### src/rtl/cb_uart_pkg.sv
// Shared UART definitions used by the transmitter and the existing receiver.
package cb_uart_pkg;

    localparam int unsigned DEFAULT_CLKS_PER_BIT = 868;
    localparam int unsigned FRAME_BITS           = 10;

    typedef enum logic [1:0] {
        ST_IDLE,
        ST_START,
        ST_DATA,
        ST_STOP
    } uart_state_e;

endpackage

### src/rtl/cb_baud_tick.sv
// Bit-period counter: one-cycle strobe on the last clock of each bit, held at zero while disabled.
module cb_baud_tick #(
    parameter int unsigned CLKS_PER_BIT = 868
) (
    input  logic clk_i,
    input  logic rst_ni,
    input  logic en_i,
    output logic tick_o
);

    localparam int unsigned CNT_W = (CLKS_PER_BIT > 1) ? $clog2(CLKS_PER_BIT) : 1;

    logic [CNT_W-1:0] cnt_q, cnt_d;

    assign tick_o = en_i && (cnt_q == CNT_W'(CLKS_PER_BIT - 1));

    always_comb begin
        cnt_d = cnt_q + CNT_W'(1);
        if (!en_i || tick_o) begin
            cnt_d = '0;
        end
    end

    always_ff @(posedge clk_i or negedge rst_ni) begin
        if (!rst_ni) begin
            cnt_q <= '0;
        end else begin
            cnt_q <= cnt_d;
        end
    end

endmodule

### src/rtl/cb_uart_tx.sv
// 8N1 UART transmitter with a one-entry holding register and back-to-back frame support.
module cb_uart_tx
    import cb_uart_pkg::*;
#(
    parameter int unsigned CLKS_PER_BIT = DEFAULT_CLKS_PER_BIT,
    parameter logic        IDLE_LEVEL   = 1'b1
) (
    input  logic       CLK,
    input  logic       reset_n,
    input  logic [7:0] tx_data,
    input  logic       tx_valid,
    output logic       tx_ready,
    output logic       tx_busy,
    output logic       uart_tx
);

    uart_state_e state_q, state_d;
    logic [7:0]  shift_q, shift_d;
    logic [7:0]  hold_q, hold_d;
    logic        hold_full_q, hold_full_d;
    logic [2:0]  idx_q, idx_d;
    logic        line_q, line_d;
    logic        busy_q, busy_d;
    logic        bit_end;
    logic        load;

    cb_baud_tick #(
        .CLKS_PER_BIT(CLKS_PER_BIT)
    ) u_baud (
        .clk_i (CLK),
        .rst_ni(reset_n),
        .en_i  (state_q != ST_IDLE),
        .tick_o(bit_end)
    );

    always_comb begin
        state_d     = state_q;
        shift_d     = shift_q;
        hold_d      = hold_q;
        hold_full_d = hold_full_q;
        idx_d       = idx_q;
        load        = 1'b0;

        unique case (state_q)
            ST_IDLE: begin
                if (hold_full_q) begin
                    load    = 1'b1;
                    state_d = ST_START;
                end
            end
            ST_START: begin
                if (bit_end) begin
                    state_d = ST_DATA;
                    idx_d   = '0;
                end
            end
            ST_DATA: begin
                if (bit_end) begin
                    if (idx_q == 3'd7) begin
                        state_d = ST_STOP;
                    end else begin
                        idx_d = idx_q + 3'd1;
                    end
                end
            end
            ST_STOP: begin
                if (bit_end) begin
                    if (hold_full_q) begin
                        load    = 1'b1;
                        state_d = ST_START;
                    end else begin
                        state_d = ST_IDLE;
                    end
                end
            end
        endcase

        if (load) begin
            shift_d     = hold_q;
            hold_full_d = 1'b0;
        end
        // Load and accept are exclusive: load needs hold_full, accept needs it clear.
        if (tx_valid && !hold_full_q) begin
            hold_d      = tx_data;
            hold_full_d = 1'b1;
        end

        unique case (state_q)
            ST_IDLE:  line_d = IDLE_LEVEL;
            ST_START: line_d = 1'b0;
            ST_DATA:  line_d = shift_q[idx_q];
            ST_STOP:  line_d = 1'b1;
        endcase
        busy_d = (state_q != ST_IDLE);
    end

    always_ff @(posedge CLK or negedge reset_n) begin
        if (!reset_n) begin
            state_q     <= ST_IDLE;
            shift_q     <= '0;
            hold_q      <= '0;
            hold_full_q <= 1'b0;
            idx_q       <= '0;
            line_q      <= IDLE_LEVEL;
            busy_q      <= 1'b0;
        end else begin
            state_q     <= state_d;
            shift_q     <= shift_d;
            hold_q      <= hold_d;
            hold_full_q <= hold_full_d;
            idx_q       <= idx_d;
            line_q      <= line_d;
            busy_q      <= busy_d;
        end
    end

    assign tx_ready = ~hold_full_q;
    assign tx_busy  = busy_q;
    assign uart_tx  = line_q;

endmodule

### config.mk
export PLATFORM = sky130hd
export DESIGN_NAME = cb_uart_tx
export DESIGN_NICKNAME = d
export VERILOG_FILES = /design/src/rtl/cb_uart_pkg.sv /design/src/rtl/cb_baud_tick.sv /design/src/rtl/cb_uart_tx.sv
export SDC_FILE = /design/constraint.sdc
export NUM_CORES = 1
export LEC_CHECK = 0
export CAP_MARGIN = 15
export CORE_UTILIZATION = 45
export CTS_BUF_LIST = sky130_fd_sc_hd__clkbuf_16
export CTS_CLUSTER_DIAMETER = 120
export DETAILED_ROUTE_END_ITERATION = 16
export PLACE_DENSITY = 0.68
export SYNTH_ARGS = -nofsm -noshare
export SYNTH_HDL_FRONTEND = slang
export SYNTH_SLANG_ARGS = --single-unit
### constraint.sdc
create_clock -name CLK -period 2.6 [get_ports CLK]
set_input_delay 0.26 -clock CLK [delete_from_list [all_inputs] [get_ports CLK]]
set_output_delay 0.26 -clock CLK [all_outputs]
set_load 0.005 [all_outputs]
* Word level (Yosys, flattened, before mapping)
Cells that the tools add are included.
** Word-level totals
- Memory bits (read-only) :: 0
- Memory bits (writable) :: 0
- Memories kept :: 0
- Output and inout port bits :: 3
- Logic and storage cells :: 55
- Latch bits :: 0
- Input bits :: 11
- Flip-flop bits (word level) :: 34
** Cells by class
- Multipliers :: 0
- Div/mod/pow operators :: 0
- Reduce and logical (&&, ||, !) cells :: 12
- Order comparisons :: 1
- Equality and inequality tests :: 11
- Add/subtract/negate cells :: 2
- Bitwise logic cells :: 1
- Multiplexer cells :: 20
- Shift-type cells :: 0
** Operators with widths (number)
- $add A10 B1 Y10 const B :: 1
- $eq A10 B10 Y1 const B :: 1
- $mux W10 :: 1
- $mux W2 :: 5
- $mux W3 :: 3
- $pmux W2 S4 :: 1
- $mux W1 :: 6
- $ne A2 B1 Y1 const B :: 3
- $ne A2 B2 Y1 const B :: 3
- $pmux W3 S2 :: 1
- $reduce_bool A2 Y1 :: 3
- $reduce_and A5 Y1 :: 1
- $eq A2 B2 Y1 const B :: 2
- $lt A3 B4 Y1 const B :: 1
- $reduce_and A4 Y1 :: 1
- $add A3 B1 Y3 const B :: 1
- $bmux W1 S3 :: 1
- $eq A3 B3 Y1 const B :: 1
- $pmux W1 S3 :: 1
- $eq A2 B1 Y1 const B :: 1
- $logic_and A1 B1 Y1 :: 2
- $logic_not A1 Y1 :: 2
- $logic_not A2 Y1 :: 1
- $pmux W1 S2 :: 1
- other kinds (3) :: 3

* Depth between registers and ports, before layout
- Depth in word-level cells :: 6
- Gate-level depth with buffers :: 6
- Mapped depth without buffers :: 6

* By module
From an unflattened synthesis, not the netlist that was laid out.
** Second synthesis, totals
- Cell total of the unflattened synthesis :: 138
- Area, all modules :: 1671.6 um2
** By module, submodules not included
- cb_uart_tx :: sequential area each 601.8 um2, cells an instance 87, times used 1, area an instance 1162.4 um2
- cb_baud_tick :: sequential area each 250.2 um2, cells an instance 51, times used 1, area an instance 509.2 um2

* Worst setup path after synthesis
No wires, ideal clock.
- Kind :: register to register
- Start :: register u_baud.cnt_q[2]
- End :: register shift_q[0]
- Stages on the path, launching flop included :: 6
- Clock period less this slack :: 1.896 ns
- Buffers on the path :: 0
- Setup time :: 0.125 ns
- Setup slack :: 0.704 ns
- Required time :: 2.475 ns
- Arrival time :: 1.772 ns
- Cell sequence :: dfrtp_1 or3b_4 nor4b_4 nand3_2 nand2_4 mux2_2
** Between the ends
- Longest elaborated chain between the ends :: 4
** Ends and longest elaborated chain
- start: declaration :: line cb_baud_tick.sv:13 : logic [CNT_W-1:0] cnt_q, cnt_d;
- start signal: assignment :: line cb_baud_tick.sv:28 : cnt_q <= cnt_d;
- $eq A10 B10 Y1 :: line cb_baud_tick.sv:15 : assign tick_o = en_i && (cnt_q == CNT_W'(CLKS_PER_BIT - 1));
- $logic_and A1 B1 Y1 :: line cb_baud_tick.sv:15
- $mux W1 :: line cb_uart_tx.sv:67 : if (bit_end) begin
- $pmux W1 S2 :: line cb_uart_tx.sv:44 : unique case (state_q)
- end signal: assignment :: line cb_uart_tx.sv:108 : shift_q <= shift_d;
- end: declaration :: line cb_uart_tx.sv:18 : logic [7:0] shift_q, shift_d;
Every way passes these cells.
A chain may end at the register's enable or synchronous reset.

* Worst setup path in the final report
- Start :: register u_baud.cnt_q[2]
- End :: register shift_q[7]
The elaborated chain is that of the path after synthesis.

==> impl_metrics.toml <==
[power]
p_per_area_mw_per_mm2 = 1085
leakage_nw = 0.8426
ir_worst_vdd_mv = 0.5234

[synth]
yosysWarnings = 0
ys_types = 33
synth_area_leaders = "dfrtp_1, mux2_2, ha_1, nor2_1, xnor2_1"
yosys.area.top_type = "dfrtp_1"
netlist.area_leader.share_pct = 50.97
syn_avg_cell_area_um2 = 12.09
synthCells = 134
syn_area_mm2 = 0.001620
yosysSeqAreaShare_pct = 52.59
synth_fp_nets = 153
synth_seq_cells = 34

[sta]
setup_viol = 0
clock-skew-final_ns = 0.005387
slew_headroom_pct = 54.06
tightestPinTransition_ns = 0.6877
timing.fmax_mhz = 486.8
tns_ns = 0
rsz0062_at_grt = "no"
final-hold-violation-count = 0
fin_crit_sh_pct = 79.01
fin_crit_ns = 2.054
report.final.slew_viol_count = 0

[setup_path]
worstSetupPathType = "flop to flop"
start_kind = "flop"
path_cells = "or3b_4 -> nor4b_4 -> nand3_2 -> nand2_4 -> mux2_2"
worst_path_max_delay_cell = "dfrtp_1"
crit_start = "u_baud.cnt_q[2]$_DFF_PN0_"
r2r-end = "shift_q[7]$_DFFE_PN0P_"
arrival_ns = 2.21
ff2ff_setup_slack_ns = 0.55
path_max_fanout = 9
r2r_start = "u_baud.cnt_q[2]$_DFF_PN0_"
end_kind = "flop"
rr_worst_depth = 5
critical_path.max_stage_delay_ns = 0.44
cp.required_ns = 2.76
crit_end = "shift_q[7]$_DFFE_PN0P_"

[final_layout]
fin_nets = 172
drive_above_1_share_pct = 20.78
area_growth_pct = 19.92
multiInputGateArea_um2 = 729.5
final-seq-area_um2 = 852.1
fillers = 289
diodes = 0
layout.cells.non_filler = 200

[run_status]
status = "completed"

[clock_network]
cts_buffer_depth = 2
path_clk_slew_ns = 0.05
post-cts-setup-buffer-count = 0
clkLatencyLatePin_ns = 0.28
h-tree-depth = 2
root_buffer = "clkbuf_16"
cts_made_buffers = 5
cts_tree = "done"
clock-sinks = 34
cts_resized = 0
ctsHoldBuffers = 0

[placement]
gp_congestion = 0.8520
dp_hpwl_mm = 1.913
numPortBuffers = 13
dpl.cell_count = 192

[routing]
wl_met3_um = 99
ant_nets = 0
vias = 1031
first_iter_violations = 52
wl_mm = 2.723
top_layer_used = "met4"
vias_per_cell = 5.155
route.met2.wl_mm = 1.403
firstDrtPassIters = 3
post_drt_wl_per_cell_um = 13.62
drt-met1-wl_mm = 1.186
drcViolationCount = 0

[floorplan]
ioPinCount = 14
die_h_um = 62.01
dieArea_mm2 = 0.003845
coreArea_mm2 = 0.003390
start_util_pct = 47.80
fp-row-count = 21
fp.dieW_um = 62.01

[global_route]
grt_pass1_vias = 1044
grt_start_max_net_pins = 35
grt_pass1_wl_mm = 4.505
grt_overflow = 0
antenna_found_initial = 0
track_usage_pct = 17.32

[hold_path]
hold_path.class = "input pin to async pin"

[run]
cap_violations = 0
## cell type report
class | instances | area share [%]
Clock buffer | 5 | 6.439
Inverter | 8 | 1.545
Multi-Input combinational cell | 90 | 37.54
Sequential cell | 34 | 43.85
Clock inverter | 3 | 0.5795
Timing Repair Buffer | 14 | 7.083
Tap cell | 46 | 2.962
## report_power, final
part | switching, W | internal, W
clock network | 0.000203 | 0.000344
registers | 0.000133 | 0.000740
logic | 0.000321 | 0.000368
total | 0.000656 | 0.00145
## state kept, by name, indices dropped and copies added, names as in the netlist
register	cells
uart_tx	1
tx_busy	1
shift_q	8
hold_full_q	1
state_q	2
idx_q	3
hold_q	8
u_baud.cnt_q	10
## placed cells by master (no fill, tap or decap), types with 2 or more instances in the layout
master           count
nand3_1              6
nand2_1              7
xnor2_1              5
a21oi_1              3
dfrtp_1             33
ha_1                 8
clkinv_1             3
nand4_1              3
clkdlybuf4s50_1     13
mux2_2              17
clkbuf_16            5
nor2b_1              2
inv_1                8
xor2_1               3
a2111oi_0            2
nor2_1              17
## stage by stage
step	utilization, %	power [W]	area [um2]	setup WS, ns	hold slack [ns]
floorplan	-	0.001382	1620	0.7036	-0.03559
global placement	53.30	0.001539	1807	0.6248	0.4850
detailed placement	53.30	0.001576	1807	0.5450	0.4949
CTS	57.33	0.002136	1943	0.5345	0.4004
global route	57.33	0.002265	1943	0.4481	0.4476
finish	57.33	0.002108	1943	0.5458	0.3877
## routing by layer
metal  vias to the layer above  track usage [%]
met3                         4            6.832
li1                        503                -
met1                       510            18.17
met4                         0            8.571
met5                         -                0
met2                        14            30.09
## cell usage after synthesis
cell type   n
nand4_1     3
mux2i_1     1
a31oi_2     1
nor2b_1     2
a21oi_1     3
inv_1       8
a2111oi_0   2
nor2_1     17
nand4b_1    1
o2111ai_1   1
mux2_2     17
nand2b_1    1
nor4b_4     1
clkbuf_1    1
a21o_1      1
nor4_1      1
dfstp_2     1
a2111oi_2   1
nor4b_1     1
o21bai_1    1
mux4_2      1
nand2_1     7
nand2_4     1
buf_2       1
dfrtp_1    33
ha_1        8
or2_2       1
nand3b_1    1
xor2_1      3
xnor2_1     5
nand3_1     6
or3b_4      1
nand3_2     1
## logic make-up after synthesis
group                      after synthesis  share of synthesized area, %
AOI/OAI and AO/OA                       10                         5.174
and+or+nand+nor                         45                         15.52
xor gates and xnor gates                 8                         4.324
buffers and inverters                   10                         2.393
DFF                                     34                         52.59
adders and majority gates                8                         6.178
muxes                                   19                         13.82
## critical path, delay by kind of cell (launching register included)
kind          cells  cell delay [ns]
simple gates      4             1.14
mux               1             0.35
flops             1             0.44
## worst min-delay path by stage
stage                                    from                   endpoint  slack, ns  cells past startpoint
detailed placement      hold_q[7]$_DFFE_PN0P_      hold_q[7]$_DFFE_PN0P_       0.49                      1
floorplan                             reset_n    hold_full_q$_DFFE_PN0P_      -0.04                      0
CTS                                   reset_n  u_baud.cnt_q[0]$_DFF_PN0_       0.40                      2
global route                          reset_n  u_baud.cnt_q[4]$_DFF_PN0_       0.45                      2
global placement    u_baud.cnt_q[0]$_DFF_PN0_  u_baud.cnt_q[0]$_DFF_PN0_       0.48                      1
finish                                reset_n  u_baud.cnt_q[4]$_DFF_PN0_       0.39                      2
Note: power is estimated with default switching activity, not from simulation.
